[config.mk]
export PLATFORM = sky130hd
export DESIGN_NAME = hp1349a_cmd_decoder
export DESIGN_NICKNAME = d
export VERILOG_FILES = /design/src/rtl/hp1349a_pkg.sv /design/src/rtl/hp1349a_cond_regs.sv /design/src/rtl/hp1349a_cmd_decoder.sv
export SDC_FILE = /design/constraint.sdc
export NUM_CORES = 1
export LEC_CHECK = 0
export CAP_MARGIN = 0
export CORE_ASPECT_RATIO = 0.8
export CORE_MARGIN = 2
export CORE_UTILIZATION = 30
export DETAILED_ROUTE_END_ITERATION = 10
export PLACE_DENSITY_LB_ADDON = 0.15
export RECOVER_POWER = 50
export SLEW_MARGIN = 20
export SYNTH_ARGS = -nofsm -noshare
export SYNTH_HDL_FRONTEND = slang
export SYNTH_SLANG_ARGS = --single-unit
[constraint.sdc]
create_clock -name clk -period 3.04 [get_ports clk]
set_input_delay 0.608 -clock clk [delete_from_list [all_inputs] [get_ports clk]]
set_output_delay 0.608 -clock clk [all_outputs]
set_load 0.01 [all_outputs]
[src/rtl/hp1349a_pkg.sv]
// Shared constants for the HP1349A display-word decoder: opcodes, command types,
// Set Condition field selectors, coordinate width and the decoder FSM encoding.
package hp1349a_pkg;

    localparam int COORD_W = 11;

    localparam logic [1:0] OP_PLOT    = 2'b00;
    localparam logic [1:0] OP_GRAPH   = 2'b01;
    localparam logic [1:0] OP_TEXT    = 2'b10;
    localparam logic [1:0] OP_SETCOND = 2'b11;

    localparam logic [1:0] CMD_MOVE = 2'd0;
    localparam logic [1:0] CMD_DRAW = 2'd1;
    localparam logic [1:0] CMD_CHAR = 2'd2;

    localparam logic [1:0] COND_INTENSITY = 2'b00;
    localparam logic [1:0] COND_LINE_TYPE = 2'b01;
    localparam logic [1:0] COND_CHAR_SIZE = 2'b10;
    localparam logic [1:0] COND_NONE      = 2'b11;

    localparam logic [3:0] INTENSITY_RESET = 4'hF;

    typedef enum logic [1:0] {
        ST_IDLE  = 2'd0,
        ST_FETCH = 2'd1,
        ST_EMIT  = 2'd2
    } state_t;

endpackage

[src/rtl/hp1349a_cond_regs.sv]
// Set Condition register file: intensity, line type and character size,
// written one field at a time and returned to power-on defaults by reset.
module hp1349a_cond_regs
    import hp1349a_pkg::*;
(
    input  logic       clk,
    input  logic       rst,
    input  logic       wr_en,
    input  logic [1:0] sel,
    input  logic [3:0] data,
    output logic [3:0] intensity,
    output logic [2:0] line_type,
    output logic [1:0] char_size
);

    always_ff @(posedge clk) begin
        if (!rst) begin
            intensity <= INTENSITY_RESET;
            line_type <= 3'd0;
            char_size <= 2'd0;
        end else if (wr_en) begin
            case (sel)
                COND_INTENSITY: intensity <= data;
                COND_LINE_TYPE: line_type <= data[2:0];
                COND_CHAR_SIZE: char_size <= data[1:0];
                default: ;
            endcase
        end
    end

endmodule

[src/rtl/hp1349a_cmd_decoder.sv]
// Decodes HP1349A display words from the receive FIFO into MOVE/DRAW/CHAR
// commands for the rasteriser and tracks the Set Condition state.
module hp1349a_cmd_decoder
    import hp1349a_pkg::*;
#(
    parameter int GRAPH_STEP = 1
)
(
    input  logic               clk,
    input  logic               rst,
    input  logic               fifo_empty,
    output logic               fifo_read_en,
    input  logic [15:0]        fifo_read_data,
    output logic               cmd_valid,
    input  logic               cmd_ready,
    output logic [1:0]         cmd_type,
    output logic [COORD_W-1:0] cmd_x,
    output logic [COORD_W-1:0] cmd_y,
    output logic [7:0]         cmd_char,
    output logic [3:0]         cond_intensity,
    output logic [2:0]         cond_line_type,
    output logic [1:0]         cond_char_size
);

    localparam logic [COORD_W-1:0] STEP = COORD_W'(GRAPH_STEP);

    state_t             state_q, state_d;
    logic [COORD_W-1:0] pos_x_q, pos_x_d;
    logic [COORD_W-1:0] pos_y_q, pos_y_d;
    logic [COORD_W-1:0] graph_x_q, graph_x_d;
    logic [1:0]         cmd_type_p1, cmd_type_p2;
    logic [COORD_W-1:0] cmd_x_p1, cmd_x_p2;
    logic [COORD_W-1:0] cmd_y_p1, cmd_y_p2;
    logic [7:0]         cmd_char_p1, cmd_char_p2;
    logic               cond_we;

    logic [1:0]         opcode;
    logic [COORD_W-1:0] coord;
    logic               unused_msb;

    assign opcode     = fifo_read_data[14:13];
    assign coord      = fifo_read_data[COORD_W-1:0];
    assign unused_msb = fifo_read_data[15];

    always_comb begin
        state_d      = state_q;
        fifo_read_en = 1'b0;
        cond_we      = 1'b0;
        pos_x_d      = pos_x_q;
        pos_y_d      = pos_y_q;
        graph_x_d    = graph_x_q;
        cmd_type_p1  = cmd_type_p2;
        cmd_x_p1     = cmd_x_p2;
        cmd_y_p1     = cmd_y_p2;
        cmd_char_p1  = cmd_char_p2;
        case (state_q)
            ST_IDLE: begin
                // Gate with rst so no word is popped on a reset edge.
                if (!fifo_empty && rst) begin
                    fifo_read_en = 1'b1;
                    state_d      = ST_FETCH;
                end
            end
            // p1: word from the FIFO is decoded into the next command.
            ST_FETCH: begin
                state_d = ST_IDLE;
                case (opcode)
                    OP_PLOT: begin
                        if (!fifo_read_data[11]) begin
                            pos_x_d   = coord;
                            graph_x_d = coord;
                        end else begin
                            pos_y_d     = coord;
                            cmd_type_p1 = fifo_read_data[12] ? CMD_DRAW : CMD_MOVE;
                            cmd_x_p1    = pos_x_q;
                            cmd_y_p1    = coord;
                            cmd_char_p1 = 8'd0;
                            state_d     = ST_EMIT;
                        end
                    end
                    OP_GRAPH: begin
                        cmd_type_p1 = CMD_DRAW;
                        cmd_x_p1    = graph_x_q;
                        cmd_y_p1    = coord;
                        cmd_char_p1 = 8'd0;
                        pos_x_d     = graph_x_q;
                        pos_y_d     = coord;
                        graph_x_d   = graph_x_q + STEP;
                        state_d     = ST_EMIT;
                    end
                    OP_TEXT: begin
                        cmd_type_p1 = CMD_CHAR;
                        cmd_x_p1    = pos_x_q;
                        cmd_y_p1    = pos_y_q;
                        cmd_char_p1 = fifo_read_data[7:0];
                        state_d     = ST_EMIT;
                    end
                    default: cond_we = 1'b1;
                endcase
            end
            ST_EMIT: begin
                if (cmd_ready) begin
                    state_d = ST_IDLE;
                end
            end
            default: state_d = ST_IDLE;
        endcase
    end

    // p2: registered command presented to the rasteriser.
    always_ff @(posedge clk) begin
        if (!rst) begin
            state_q     <= ST_IDLE;
            pos_x_q     <= '0;
            pos_y_q     <= '0;
            graph_x_q   <= '0;
            cmd_type_p2 <= CMD_MOVE;
            cmd_x_p2    <= '0;
            cmd_y_p2    <= '0;
            cmd_char_p2 <= 8'd0;
        end else begin
            state_q     <= state_d;
            pos_x_q     <= pos_x_d;
            pos_y_q     <= pos_y_d;
            graph_x_q   <= graph_x_d;
            cmd_type_p2 <= cmd_type_p1;
            cmd_x_p2    <= cmd_x_p1;
            cmd_y_p2    <= cmd_y_p1;
            cmd_char_p2 <= cmd_char_p1;
        end
    end

    assign cmd_valid = (state_q == ST_EMIT);
    assign cmd_type  = cmd_type_p2;
    assign cmd_x     = cmd_x_p2;
    assign cmd_y     = cmd_y_p2;
    assign cmd_char  = cmd_char_p2;

    hp1349a_cond_regs u_cond_regs (
        .clk       (clk),
        .rst       (rst),
        .wr_en     (cond_we),
        .sel       (fifo_read_data[12:11]),
        .data      (fifo_read_data[3:0]),
        .intensity (cond_intensity),
        .line_type (cond_line_type),
        .char_size (cond_char_size)
    );

endmodule

==> results of run 1 <==
==> worst min-delay path, delay by kind of cell, from the launching register on <==
family,cells,cell delay (ns)
flip-flops,1,0.31
AND/OR/NAND/NOR,1,0.05
AO/OA/AOI/OAI,1,0.05
==> layout make-up <==
type,count,area [sq um]
fill,1209,6920
multi-input combinational,268,1790
sequential,76,1520
timing repair buffer,72,699
clock buffer,10,229
tap,148,185
clock inverter,6,111
inverter,5,18.8
==> metal layers <==
metal / GRT usage / up-vias
met5: 0 / -
met4: 0.0444 / 0
met3: 0.0451 / 7
met2: 0.225 / 60
met1: 0.202 / 1355
li1: - / 1461
==> worst min-delay path by stage <==
| stage | startpoint | end | cells after the start |
|---|---|---|---|
| 2_1_floorplan | state_q[1]$_SDFFE_PN0P_ | state_q[0]$_SDFFE_PN0P_ | 1 |
| 3_3_place_gp | cmd_char[6]$_SDFFE_PN0P_ | cmd_char[6]$_SDFFE_PN0P_ | 2 |
| 3_5_place_dp | cmd_char[6]$_SDFFE_PN0P_ | cmd_char[6]$_SDFFE_PN0P_ | 2 |
| 4_1_cts | cmd_char[6]$_SDFFE_PN0P_ | cmd_char[6]$_SDFFE_PN0P_ | 2 |
| 5_1_grt | cmd_char[0]$_SDFFE_PN0P_ | cmd_char[0]$_SDFFE_PN0P_ | 2 |
| 6_report | cmd_char[3]$_SDFFE_PN0P_ | cmd_char[3]$_SDFFE_PN0P_ | 2 |
==> where the power goes <==
group          switching (mW)  internal (mW)  leakage (nW)
sequential             0.0249           1.04         0.617
clock                   0.435          0.804         0.163
combinational           0.157          0.126         0.861
total                   0.617           1.97          1.64
==> state kept, by name, indices dropped and copies added (netlist names) <==
register / flops
u_cond_regs.line_type: 3
u_cond_regs.intensity: 4
pos_y_q: 11
cmd_y: 11
cmd_type: 2
u_cond_regs.char_size: 2
pos_x_q: 11
cmd_x: 11
state_q: 2
cmd_char: 8
graph_x_q: 11
==> per-stage QoR <==
stage               instances  setup WS, ns  instance area [sq um]
floorplan                 378          1.10                   3520
CTS                       585         0.463                   4590
detailed placement        569         0.311                   4250
finish                    585         0.403                   4550
global placement          569         0.351                   4250
global route              585         0.274                   4550
==> cells by family (layout without fill, tap and decap cells) <==
logic type / count (synthesis) / in the layout / share of synthesized area
flip-flops: 76 / 76 / 0.432
AO/OA/AOI/OAI: 77 / 77 / 0.175
AND/OR/NAND/NOR: 138 / 138 / 0.185
buffers and inverters: 34 / 93 / 0.0512
multiplexers: 46 / 46 / 0.131
adder cells (fa/ha/maj): 7 / 7 / 0.0249
==> cell usage after synthesis (3+ instances only) <==
cell type / instances
clkbuf_1: 13
a21oi_1: 22
nor3_1: 6
buf_6: 4
a311oi_1: 9
a211oi_2: 18
nand3_1: 12
nor2b_1: 5
inv_1: 4
nand4b_1: 3
a211oi_1: 9
dfxtp_1: 76
nor2_1: 54
buf_4: 3
buf_2: 8
mux2i_1: 45
nand2_1: 39
o21ai_0: 7
ha_1: 7
nor4_1: 4
==> metrics.yaml, run 1 <==
sta:
  drv_slew: 69
  fmax_mhz: 379
  fin_setup_tns_ns: 0
  layout_min_cycle_time_ns: 2.64
  hold_viol_final: 0
  relSlewSlack: -0.0678
  skew_ns: 0.00609
  hold_ws_ns: 0.457
  setup_viol: 0
  rsz0062_at_grt: "no"
  worst_pin_slew_ns: 1.60
  period_share: 0.867
layout:
  layout_commonest_cell: "dfxtp_1"
  syn2layout_area_growth_pct: 29.3
  postLayoutCoreUtil: 0.397
  num_antenna_cells: 0
  nets: 459
  layout-drive-gt1-share: 0.101
  final_cell_mix: "dfxtp_1, nor2_1, mux2i_1"
die:
  die-area_sq_mm: 0.0126
  core_sq_mm: 0.0115
  fp-row-count: 35
  initial_core_util: 0.307
  die_x_um: 125
  chipHeight_um: 101
  boundaryPins: 63
synth:
  synth-edff-count: 0
  syn_nets: 405
  async_flop_share: 0
  synth_area_leaders: "dfxtp_1, mux2i_1, a211oi_2"
  synth.distinct_cells: 45
  ys_ff_latch: 76
  synthCells: 378
  yosysSeqAreaShare: 0.432
  yosysTopAreaCell: "dfxtp_1"
  ys_warn_count: 0
  avgSynthCellArea_sq_um: 9.32
  yosys.area.top_type_share: 0.432
  syn_area_sq_mm: 0.00352
  synthFlopType: "dfxtp_1"
power_and_ir_drop:
  p_leak_nw: 1.64
  total_power_mw: 2.58
  ir_drop_uv: 259
  powerDensity_mw_per_mm2: 567
cts:
  numClockSinks: 76
  ctsResizeCount: 0
  cts_setup_buffers: 0
  hold_buffers: 0
  cts_max_level: 3
  cts.path.max_buffers: 2
  path_clk_slew_ns: 0.06
  numCtsBuffers: 9
  clk_latency_ns: 0.34
  cts_tree: "built"
  root_buffer: "clkbuf_16"
global_route:
  antenna_found_initial: 0
  grt_max_degree: 69
  grt_pass1_vias: 2819
  grt_usage: 0.148
  grt_pass1_wl_um: 14900
  grt_overflow: 0
setup_path:
  cp_slowest_cell: "dlygate4sd3_1"
  required_ns: 2.43
  cp_top_family: "buffers and inverters"
  timing.rr.end: "graph_x_q[10]$_SDFFE_PN0P_"
  r2r-start: "graph_x_q[0]$_SDFFE_PN0P_"
  critPathArrivalTime_ns: 2.03
  r2r_slack_ns: 1.30
  crit_path_end: "fifo_read_en"
  reg2reg_depth: 5
  cp_slowest_stage_delay_ns: 0.58
  crit_cells: 4
  path_buf_inv: 3
  startpoint: "rst"
  path_cells: "dlygate4sd3_1 -> inv_1 -> nor4_1 -> clkdlybuf4s50_1"
  cp-end-kind: "output pin"
  path_class: "input pin to output pin"
  cp_max_fo: 3
  crit_path_start_kind: "input pin"
drt:
  vias: 2883
  wl_met3_um: 451
  drc: 0
  wl_met1_um: 4600
  via_per_inst: 4.93
  routed-wl-met2_um: 3860
  drt-initial-drc-count: 109
  drt_wl_total_um: 8990
  postRouteAntennaNets: 0
  maxUsedRoutingLayer: "met4"
  wl_per_cell_um: 15.4
  first_pass_iters: 4
run:
  cap_violations: 1
placement:
  gp_congestion: 0.799
  dp_hpwl_um: 6080
  portBuffers: 61
min_path:
  worstHoldPathType: "flop to flop"
outcome:
  violations: "capacitance limit, slew limit"
  status: "finished, violations left"
Note: power is estimated with default switching activity, not from simulation.
==> inputs of run 2 (changes only) <==
--- a/config.mk
+++ b/config.mk
@@ -9,6 +9,7 @@
 export CORE_ASPECT_RATIO = 0.8
 export CORE_MARGIN = 2
 export CORE_UTILIZATION = 30
+export CTS_CLUSTER_DIAMETER = 50
 export DETAILED_ROUTE_END_ITERATION = 10
 export PLACE_DENSITY_LB_ADDON = 0.15
 export RECOVER_POWER = 50
==> results of run 2 <==
No change in the layout: final DEF, timing and power equal those of run 1.
